$ cat config.mk
export PLATFORM = sky130hd
export DESIGN_NAME = reward_scheduler
export DESIGN_NICKNAME = d
export VERILOG_FILES = /design/src/rtl/reward_scheduler.sv
export SDC_FILE = /design/constraint.sdc
export NUM_CORES = 1
export LEC_CHECK = 0
export CAP_MARGIN = 0
export CORE_UTILIZATION = 45
export DETAILED_ROUTE_END_ITERATION = 16
export REMOVE_ABC_BUFFERS = 1
export SLEW_MARGIN = 20
export SYNTH_ARGS = -nofsm -noshare
export SYNTH_HDL_FRONTEND = slang
export SYNTH_SLANG_ARGS = --single-unit
$ cat constraint.sdc
create_clock -name clk -period 2.7 [get_ports clk]
set_input_delay 0.54 -clock clk [delete_from_list [all_inputs] [get_ports clk]]
set_output_delay 0.54 -clock clk [all_outputs]
set_load 0.005 [all_outputs]
$ cat src/rtl/reward_scheduler.sv
// Reward lifecycle controller: waits, picks a random legal grid cell and type,
// shows the reward until pickup or expiry, then holds the power-up effect.
module reward_scheduler #(
  parameter int          TICK_DIV     = 100000,
  parameter int          SPAWN_TICKS  = 5000,
  parameter int          LIFE_TICKS   = 8000,
  parameter int          EFFECT_TICKS = 10000,
  parameter int          GRID_X_MAX   = 26,
  parameter int          GRID_Y_MAX   = 18,
  parameter logic [15:0] LFSR_SEED    = 16'hACE1
) (
  input  logic       clk,
  input  logic       rst_n,
  input  logic       enable_game_classic,
  input  logic       enable_game_infinity,
  input  logic       tank_valid,
  input  logic [4:0] tank_xpos,
  input  logic [4:0] tank_ypos,
  output logic       set_require,
  output logic [4:0] random_xpos,
  output logic [4:0] random_ypos,
  output logic [2:0] reward_type,
  output logic       effect_valid,
  output logic [2:0] effect_type,
  output logic       add_time_pulse
);

  localparam int PW     = (TICK_DIV > 1) ? $clog2(TICK_DIV) : 1;
  localparam int MAX_SL = (SPAWN_TICKS > LIFE_TICKS) ? SPAWN_TICKS : LIFE_TICKS;
  localparam int MAX_T  = (MAX_SL > EFFECT_TICKS) ? MAX_SL : EFFECT_TICKS;
  localparam int TW     = $clog2(MAX_T + 1);

  typedef enum logic [2:0] {S_IDLE, S_WAIT, S_PICK, S_SHOW, S_EFFECT} state_t;

  state_t      state, state_nxt;
  logic [PW-1:0] presc;
  logic [TW-1:0] timer;
  logic [5:0]  rej_cnt;
  logic [15:0] lfsr;

  logic       game_on, infinity_only, tick, hit, cand_ok;
  logic       spawn_done, life_done, effect_done;
  logic [4:0] cand_x, cand_y, force_x;
  logic [2:0] cand_t;

  logic       set_nxt, ev_nxt, pulse_nxt;
  logic [4:0] x_nxt, y_nxt;
  logic [2:0] t_nxt, et_nxt;

  assign game_on       = enable_game_classic | enable_game_infinity;
  assign infinity_only = enable_game_infinity & ~enable_game_classic;

  assign tick        = (presc == PW'(TICK_DIV - 1));
  assign spawn_done  = tick && (timer == TW'(SPAWN_TICKS - 1));
  assign life_done   = tick && (timer == TW'(LIFE_TICKS - 1));
  assign effect_done = tick && (timer == TW'(EFFECT_TICKS - 1));

  assign cand_x  = lfsr[4:0];
  assign cand_y  = lfsr[9:5];
  assign cand_t  = lfsr[12:10];
  assign cand_ok = (cand_x <= 5'(GRID_X_MAX)) && (cand_y <= 5'(GRID_Y_MAX)) &&
                   (cand_t >= 3'd1) && (cand_t <= 3'd4);
  // A 5-bit column never exceeds twice the grid width, so one subtract is a full modulo.
  assign force_x = (cand_x > 5'(GRID_X_MAX)) ? cand_x - 5'(GRID_X_MAX + 1) : cand_x;

  assign hit = tank_valid && (tank_xpos == random_xpos) && (tank_ypos == random_ypos);

  // Next-state and next-output decode; outputs are registered so they change one cycle after the decision.
  always_comb begin
    state_nxt = state;
    set_nxt   = 1'b0;
    x_nxt     = random_xpos;
    y_nxt     = random_ypos;
    t_nxt     = reward_type;
    ev_nxt    = effect_valid;
    et_nxt    = effect_type;
    pulse_nxt = 1'b0;
    if (!game_on) begin
      state_nxt = S_IDLE;
      x_nxt     = '0;
      y_nxt     = '0;
      t_nxt     = '0;
      ev_nxt    = 1'b0;
      et_nxt    = '0;
    end else begin
      case (state)
        S_IDLE: state_nxt = S_WAIT;
        S_WAIT: if (spawn_done) state_nxt = S_PICK;
        S_PICK: begin
          if (cand_ok) begin
            x_nxt     = cand_x;
            y_nxt     = cand_y;
            t_nxt     = cand_t;
            set_nxt   = 1'b1;
            state_nxt = S_SHOW;
          end else if (rej_cnt == 6'd32) begin
            x_nxt     = force_x;
            y_nxt     = 5'(GRID_Y_MAX / 2);
            t_nxt     = 3'd1;
            set_nxt   = 1'b1;
            state_nxt = S_SHOW;
          end
        end
        S_SHOW: begin
          set_nxt = 1'b1;
          if (hit) begin
            set_nxt = 1'b0;
            if (infinity_only && (reward_type == 3'd1)) begin
              pulse_nxt = 1'b1;
              state_nxt = S_WAIT;
            end else begin
              ev_nxt    = 1'b1;
              et_nxt    = reward_type;
              state_nxt = S_EFFECT;
            end
          end else if (life_done) begin
            set_nxt   = 1'b0;
            state_nxt = S_WAIT;
          end
        end
        S_EFFECT: begin
          if (effect_done) begin
            ev_nxt    = 1'b0;
            et_nxt    = '0;
            state_nxt = S_WAIT;
          end
        end
        default: state_nxt = S_IDLE;
      endcase
    end
  end

  // State register together with the registered outputs.
  always_ff @(posedge clk or negedge rst_n) begin
    if (!rst_n) begin
      state          <= S_IDLE;
      set_require    <= 1'b0;
      random_xpos    <= '0;
      random_ypos    <= '0;
      reward_type    <= '0;
      effect_valid   <= 1'b0;
      effect_type    <= '0;
      add_time_pulse <= 1'b0;
    end else begin
      state          <= state_nxt;
      set_require    <= set_nxt;
      random_xpos    <= x_nxt;
      random_ypos    <= y_nxt;
      reward_type    <= t_nxt;
      effect_valid   <= ev_nxt;
      effect_type    <= et_nxt;
      add_time_pulse <= pulse_nxt;
    end
  end

  // Tick prescaler, tick timer and reject counter, all restarted whenever the state changes.
  always_ff @(posedge clk or negedge rst_n) begin
    if (!rst_n) begin
      presc   <= '0;
      timer   <= '0;
      rej_cnt <= '0;
    end else if (state_nxt != state) begin
      presc   <= '0;
      timer   <= '0;
      rej_cnt <= '0;
    end else begin
      if (tick) begin
        presc <= '0;
        timer <= timer + 1'b1;
      end else begin
        presc <= presc + 1'b1;
      end
      if ((state == S_PICK) && !cand_ok && (rej_cnt != 6'd32))
        rej_cnt <= rej_cnt + 1'b1;
    end
  end

  // Free-running Fibonacci LFSR, taps 16/14/13/11.
  always_ff @(posedge clk or negedge rst_n) begin
    if (!rst_n) lfsr <= LFSR_SEED;
    else        lfsr <= {lfsr[14:0], lfsr[15] ^ lfsr[13] ^ lfsr[12] ^ lfsr[10]};
  end

endmodule

==> results of run 1 <==
[final timing paths]
check	start	slack, ps	end	cells after the start
max	timer[0]	220	presc[5]	8
max in group asynchronous	rst_n	1680	lfsr[11]	2
min	rst_n	300	timer[8]	1
min in group clk	lfsr[14]	350	lfsr[15]	0
max reg2reg	timer[0]	220	presc[5]	8
min reg2reg	lfsr[14]	350	lfsr[15]	0
[power groups by stage]
stage / registers (W) / clock network, W / logic, W
4_1_cts: 0.00116 / 0.000837 / 0.000143
3_3_place_gp: 0.00118 / 0 / 0.000141
3_5_place_dp: 0.00118 / 0 / 0.000142
2_1_floorplan: 0.00118 / 0 / 0.0000646
5_1_grt: 0.00117 / 0.000867 / 0.000157
6_report: 0.00116 / 0.000802 / 0.000140
[sequential cells by signal, indices dropped and copies added, names as in the netlist, 3 cells and up]
register,flops
lfsr,16
timer,14
random_xpos,5
presc,17
effect_type,3
state,3
reward_type,3
rej_cnt,6
random_ypos,5
[logic make-up (layout without fill, tap and decap cells)]
family                     after synthesis  after routing  share of synthesized area (%)
and+or+nand+nor                        161            161                           22.9
DFF                                     75             75                           50.8
xor gates and xnor gates                49             49                           11.5
AOI/OAI and AO/OA                       47             47                           8.65
buffers and inverters                   20             72                           2.73
adders and majority gates                6              6                           2.02
muxes                                    5              5                           1.38
[per-stage QoR]
stage	power, W	hold WS [ps]	cell area (um^2)	setup slack [ps]
after floorplan	0.00125	244	3660	54.6
final	0.00210	305	4400	221
after detailed placement	0.00133	337	4220	131
after CTS	0.00214	353	4400	210
after global routing	0.00219	362	4400	80.2
after global placement	0.00132	334	4220	161
[cell usage after synthesis (2+ instances only)]
| cell | instances |
|---|---|
| buf_6 | 3 |
| mux2i_1 | 4 |
| nor3b_1 | 2 |
| nand4_1 | 16 |
| nand2_1 | 36 |
| nor4b_1 | 3 |
| nor3_1 | 15 |
| dfrtp_1 | 67 |
| and2_1 | 2 |
| a21oi_1 | 13 |
| or4_1 | 2 |
| o21ai_0 | 11 |
| inv_1 | 11 |
| dfstp_2 | 8 |
| o211ai_1 | 2 |
| and3_1 | 7 |
| nor2_1 | 47 |
| clkbuf_1 | 5 |
| xnor2_1 | 26 |
| nor2b_1 | 2 |
| a211oi_1 | 3 |
| ha_1 | 6 |
| or3_1 | 2 |
| xor2_1 | 23 |
| nand3_1 | 12 |
| o211a_1 | 2 |
| and4bb_2 | 2 |
| and4_1 | 4 |
| a22o_1 | 5 |
| a21o_1 | 3 |
| o31ai_1 | 3 |
[worst max-delay path, cell delays in order, from the launching register on]
cell and delay (ps):
dfrtp_1 390, ha_1 180, and3b_1 190, or4b_1 420
or4_1 460, and3_4 220, o211ai_4 190, buf_12 220
nor3_1 80
[layer usage]
metal / track usage [%] / wire (um) / up-vias
li1: - / - / 1359
met1: 27.8 / 3870 / 1337
met2: 28.1 / 3320 / 38
met3: 2.96 / 220 / 12
met4: 8.85 / 132 / 0
met5: 0 / 0 / -
[layout make-up]
cell class / instances / share of cell area, %
clock buffers: 9 / 2.82
clock inverters: 7 / 1.37
inverters: 11 / 0.939
multi-input cells: 268 / 39.3
flip-flops and latches: 75 / 42.9
well taps: 102 / 2.90
repair buffers: 45 / 9.78
==> results.toml, run 1 <==
[setup_path]
crit_path_end_kind = "register"
arrival_ps = 2710
crit_required_ps = 2930
critPathKind = "register to register"
startpoint_type = "register"
path_max_fanout = 37

[clock_network]
clkTransAtPathRegs_ps = 80
htreeDepth = 3
cts_buffer_depth = 2
postCtsSetupBuffers = 0
cts-root-buf = "clkbuf_8"
cts_sinks = 75
cts_hold_buf = 0
clk_latency_ps = 350
post_cts_resized = 0
cts_buffers = 9
cts_tree = "yes"

[route]
drc = 0
drtPass1Iterations = 4
via_per_inst = 5.31
ant_nets = 0
drt-total-wl_um = 7540
vias = 2746
drtIter0Drc = 125
wire_per_inst_um = 14.6

[place]
dpl.hpwl_um = 5360
gp_congestion = 0.836
io_buffers = 33
dp.cells = 501

[synthesis]
syn_inst = 363
ys_seq_area_share_pct = 50.8
synth_area_um2 = 3720
synthTopCellsByArea = "dfrtp_1, xnor2_1, dfstp_2"
synth_area_per_cell_um2 = 10.2
synth.top_cell.area_share_pct = 45.1
yosys_warnings = 0
yosysTopAreaCell = "dfrtp_1"
synth_edf_count = 0
synthFlopType = "dfrtp_1"
ys_seq_elements = 75
postSynth.asyncResetShare_pct = 100
ys_types = 47

[global_route]
grt_pass1_wl_um = 12800
gr-total-overflow = 0
grt_pass1_vias = 2681
antenna_found_initial = 0
grt_use_total_pct = 19.2
grt_max_degree = 75

[finish]
drive_gt1_share_pct = 10.6
area_growth_pct = 18.3
post-route-util_pct = 56.1
multi_input_area_um2 = 1730
n_fill_cell = 709
instances_no_fill = 517
layout_commonest_cell = "dfrtp_1"
final-seq-area_um2 = 1890
diodes = 0
final_cell_mix = "dfrtp_1, nor2_1, nand2_1"
nets = 431

[die]
num_rows = 32
die_h_um = 92.9
io_pins = 34
die_area_um2 = 8630
design.core.area_um2 = 7850
start_util_pct = 47.4
fp.dieW_um = 92.9

[timing]
hold_viol = 0
drv_slew = 0
post-route-period-util_pct = 91.8
rsz0062_at_grt = "no"
max_freq_mhz = 403
tightest_slew_ps = 926
final.setup.tns_ps = 0
clock_skew_ps = 7.08
setup_violations = 0
slew_headroom_pct = 38.3
min_period_ps = 2480

[pwr]
swShare_pct = 26.3
intPower_w = 0.00155
p_comb_share_pct = 6.6
power_density_nw_per_um2 = 478
power_frac_clock_pct = 38.1
leakage_nw = 1.87
vdd_drop_max_mv = 0.285
p_switching_w = 0.000553
pwr-share-seq_pct = 55.2

[status]
status = "finished clean"

[min_path]
min_path_type = "input pin to asynchronous set/reset pin"

[flow_run]
cap_violations = 0
No activity file was read; power rests on OpenSTA's default activity.
==> run 2: changes to the inputs <==
--- a/config.mk
+++ b/config.mk
@@ -8,6 +8,7 @@
 export CAP_MARGIN = 0
 export CORE_UTILIZATION = 45
 export DETAILED_ROUTE_END_ITERATION = 16
+export RECOVER_POWER = 50
 export REMOVE_ABC_BUFFERS = 1
 export SLEW_MARGIN = 20
 export SYNTH_ARGS = -nofsm -noshare
==> run 2 against run 1 <==
Against the previous run: the flow now finishes with violations (max-capacitance violations, max-slew violations); wire length about the same; largest power group unchanged; global-route usage unchanged; combinational power about the same; setup slack about the same; sequential cell count unchanged.
==> results.toml, run 2 (synthesis results as in run 1) <==
[finish]
nets = 431
largest_reg_flops = 17
reg.largest.list = "presc: 17 flops, lfsr: 16 flops, timer: 14 flops"
final-seq-area_um2 = 1890
drive_gt1_share_pct = 8.92
diodes = 0
multi_input_area_um2 = 1730
area_growth_pct = 18.3
instances_no_fill = 517
layout_commonest_cell = "dfrtp_1"
final_cell_mix = "dfrtp_1, nor2_1, nand2_1"
n_fill_cell = 710
largest_register = "presc"

[place]
gp_congestion = 0.836
io_buffers = 33
dp.cells = 501
dpl.hpwl_um = 5360

[setup_path]
crit_path_start = "timer[0]"
path_max_fanout = 37
r2r_start = "timer[0]"
startpoint_type = "register"
critPathKind = "register to register"
crit_chain = "ha_1, and3b_1, or4b_1, or4_1, and3_4, o211ai_4, buf_12, nor3_1"
crit_required_ps = 2930
critPathMaxStageDelay_ps = 460
arrival_ps = 2710
crit_slowest_cell = "or4_1"
crit_path_end_kind = "register"

[global_route]
grt_max_degree = 75
grt_pass1_wl_um = 12800
grt-busiest-layer = "met2"
grt_pass1_vias = 2681
use_met3_pct = 2.96
use_met1_pct = 27.8
grt_use_total_pct = 19.2
antenna_found_initial = 0
globalRouteMet2Util_pct = 28.1
gr-total-overflow = 0

[timing]
tightest_slew_ps = 1810
drv_slew = 75
min_period_ps = 2480
slew_headroom_pct = -20.8
post-route-period-util_pct = 91.8
final.setup.tns_ps = 0
max_freq_mhz = 403
rsz0062_at_grt = "no"
hold_viol = 0
clock_skew_ps = 7.07
setup_violations = 0

[flow_run]
cap_violations = 1

[die]
die_area_um2 = 8630
io_pins = 34
design.core.area_um2 = 7850
fp.dieW_um = 92.9
die_h_um = 92.9
start_util_pct = 47.4
num_rows = 32

[clock_network]
cts_hold_buf = 0
clk_latency_ps = 350
cts_buffer_depth = 2
clkTransAtPathRegs_ps = 80
cts_buffers = 9
cts_sinks = 75
post_cts_resized = 0
cts_tree = "yes"
cts-root-buf = "clkbuf_8"
postCtsSetupBuffers = 0
htreeDepth = 3

[pwr]
leakage_nw = 1.87
vdd_drop_max_mv = 0.285
power_density_nw_per_um2 = 478

[route]
via_per_inst = 5.31
drc = 0
drtPass1Iterations = 4
drt-total-wl_um = 7530
wire_per_inst_um = 14.6
vias = 2746
ant_nets = 0
drtIter0Drc = 126

[status]
status = "finished with violations"
failed_checks = "max-capacitance violations, max-slew violations"

[min_path]
holdCritStartpoint = "lfsr[14]"
min_path_type = "register to register"
run 2: cell count changes in the layout (fill, tap and decap cells not counted):
cell | before | now
buf_4 | 12 | 11
dfstp_1 | 0 | 7
clkbuf_2 | 0 | 1
dfstp_2 | 8 | 1
run 2: worst paths after layout:
kind | end | slack (ps) | cells past startpoint
max | presc[5] | 220 | 8
min | lfsr[15] | 350 | 0
max reg2reg | presc[5] | 220 | 8
min reg2reg | lfsr[15] | 350 | 0
max in group asynchronous | random_xpos[1] | 960 | 1
min in group asynchronous | timer[8] | 650 | 1
run 2: critical path, delay by kind of cell (launching register included):
kind / cells / cell delay (ps)
AND/OR/NAND/NOR: 5 / 1370
flip-flops: 1 / 390
AO/OA/AOI/OAI: 1 / 190
buffers and inverters: 1 / 220
adder cells (fa/ha/maj): 1 / 180
run 2: final cells by class:
| type | instances | area share (%) |
|---|---|---|
| Tap cell | 102 | 2.90 |
| Multi-Input combinational cell | 268 | 39.3 |
| Timing Repair Buffer | 45 | 9.73 |
| Sequential cell | 75 | 42.9 |
| Clock buffer | 9 | 2.82 |
| Inverter | 11 | 0.939 |
| Clock inverter | 7 | 1.37 |
run 2: per-layer routing:
metal  vias to the layer above  share of wire (%)
li1                       1359                  -
met1                      1338                 51
met2                        37                 44
met3                        12                3.0
met4                         0                1.8
met5                         -                  0
run 2: metrics by stage:
step / hold slack, ps / instance area (um^2) / worst slack, ps / utilization [%] / total power (W)
global placement: 334 / 4220 / 161 / 53.7 / 0.00132
floorplan: 244 / 3660 / 54.6 / - / 0.00125
detailed placement: 337 / 4220 / 131 / 53.7 / 0.00133
finish: 355 / 4400 / 221 / 56.0 / 0.00210
global route: 362 / 4400 / 80.2 / 56.0 / 0.00219
CTS: 353 / 4400 / 210 / 56.1 / 0.00214
run 2: report_power, final:
| group | internal, W | total (W) | switching, W |
|---|---|---|---|
| combinational | 0.0000612 | 0.000139 | 0.0000781 |
| clock | 0.000347 | 0.000802 | 0.000455 |
| sequential | 0.00114 | 0.00116 | 0.0000200 |
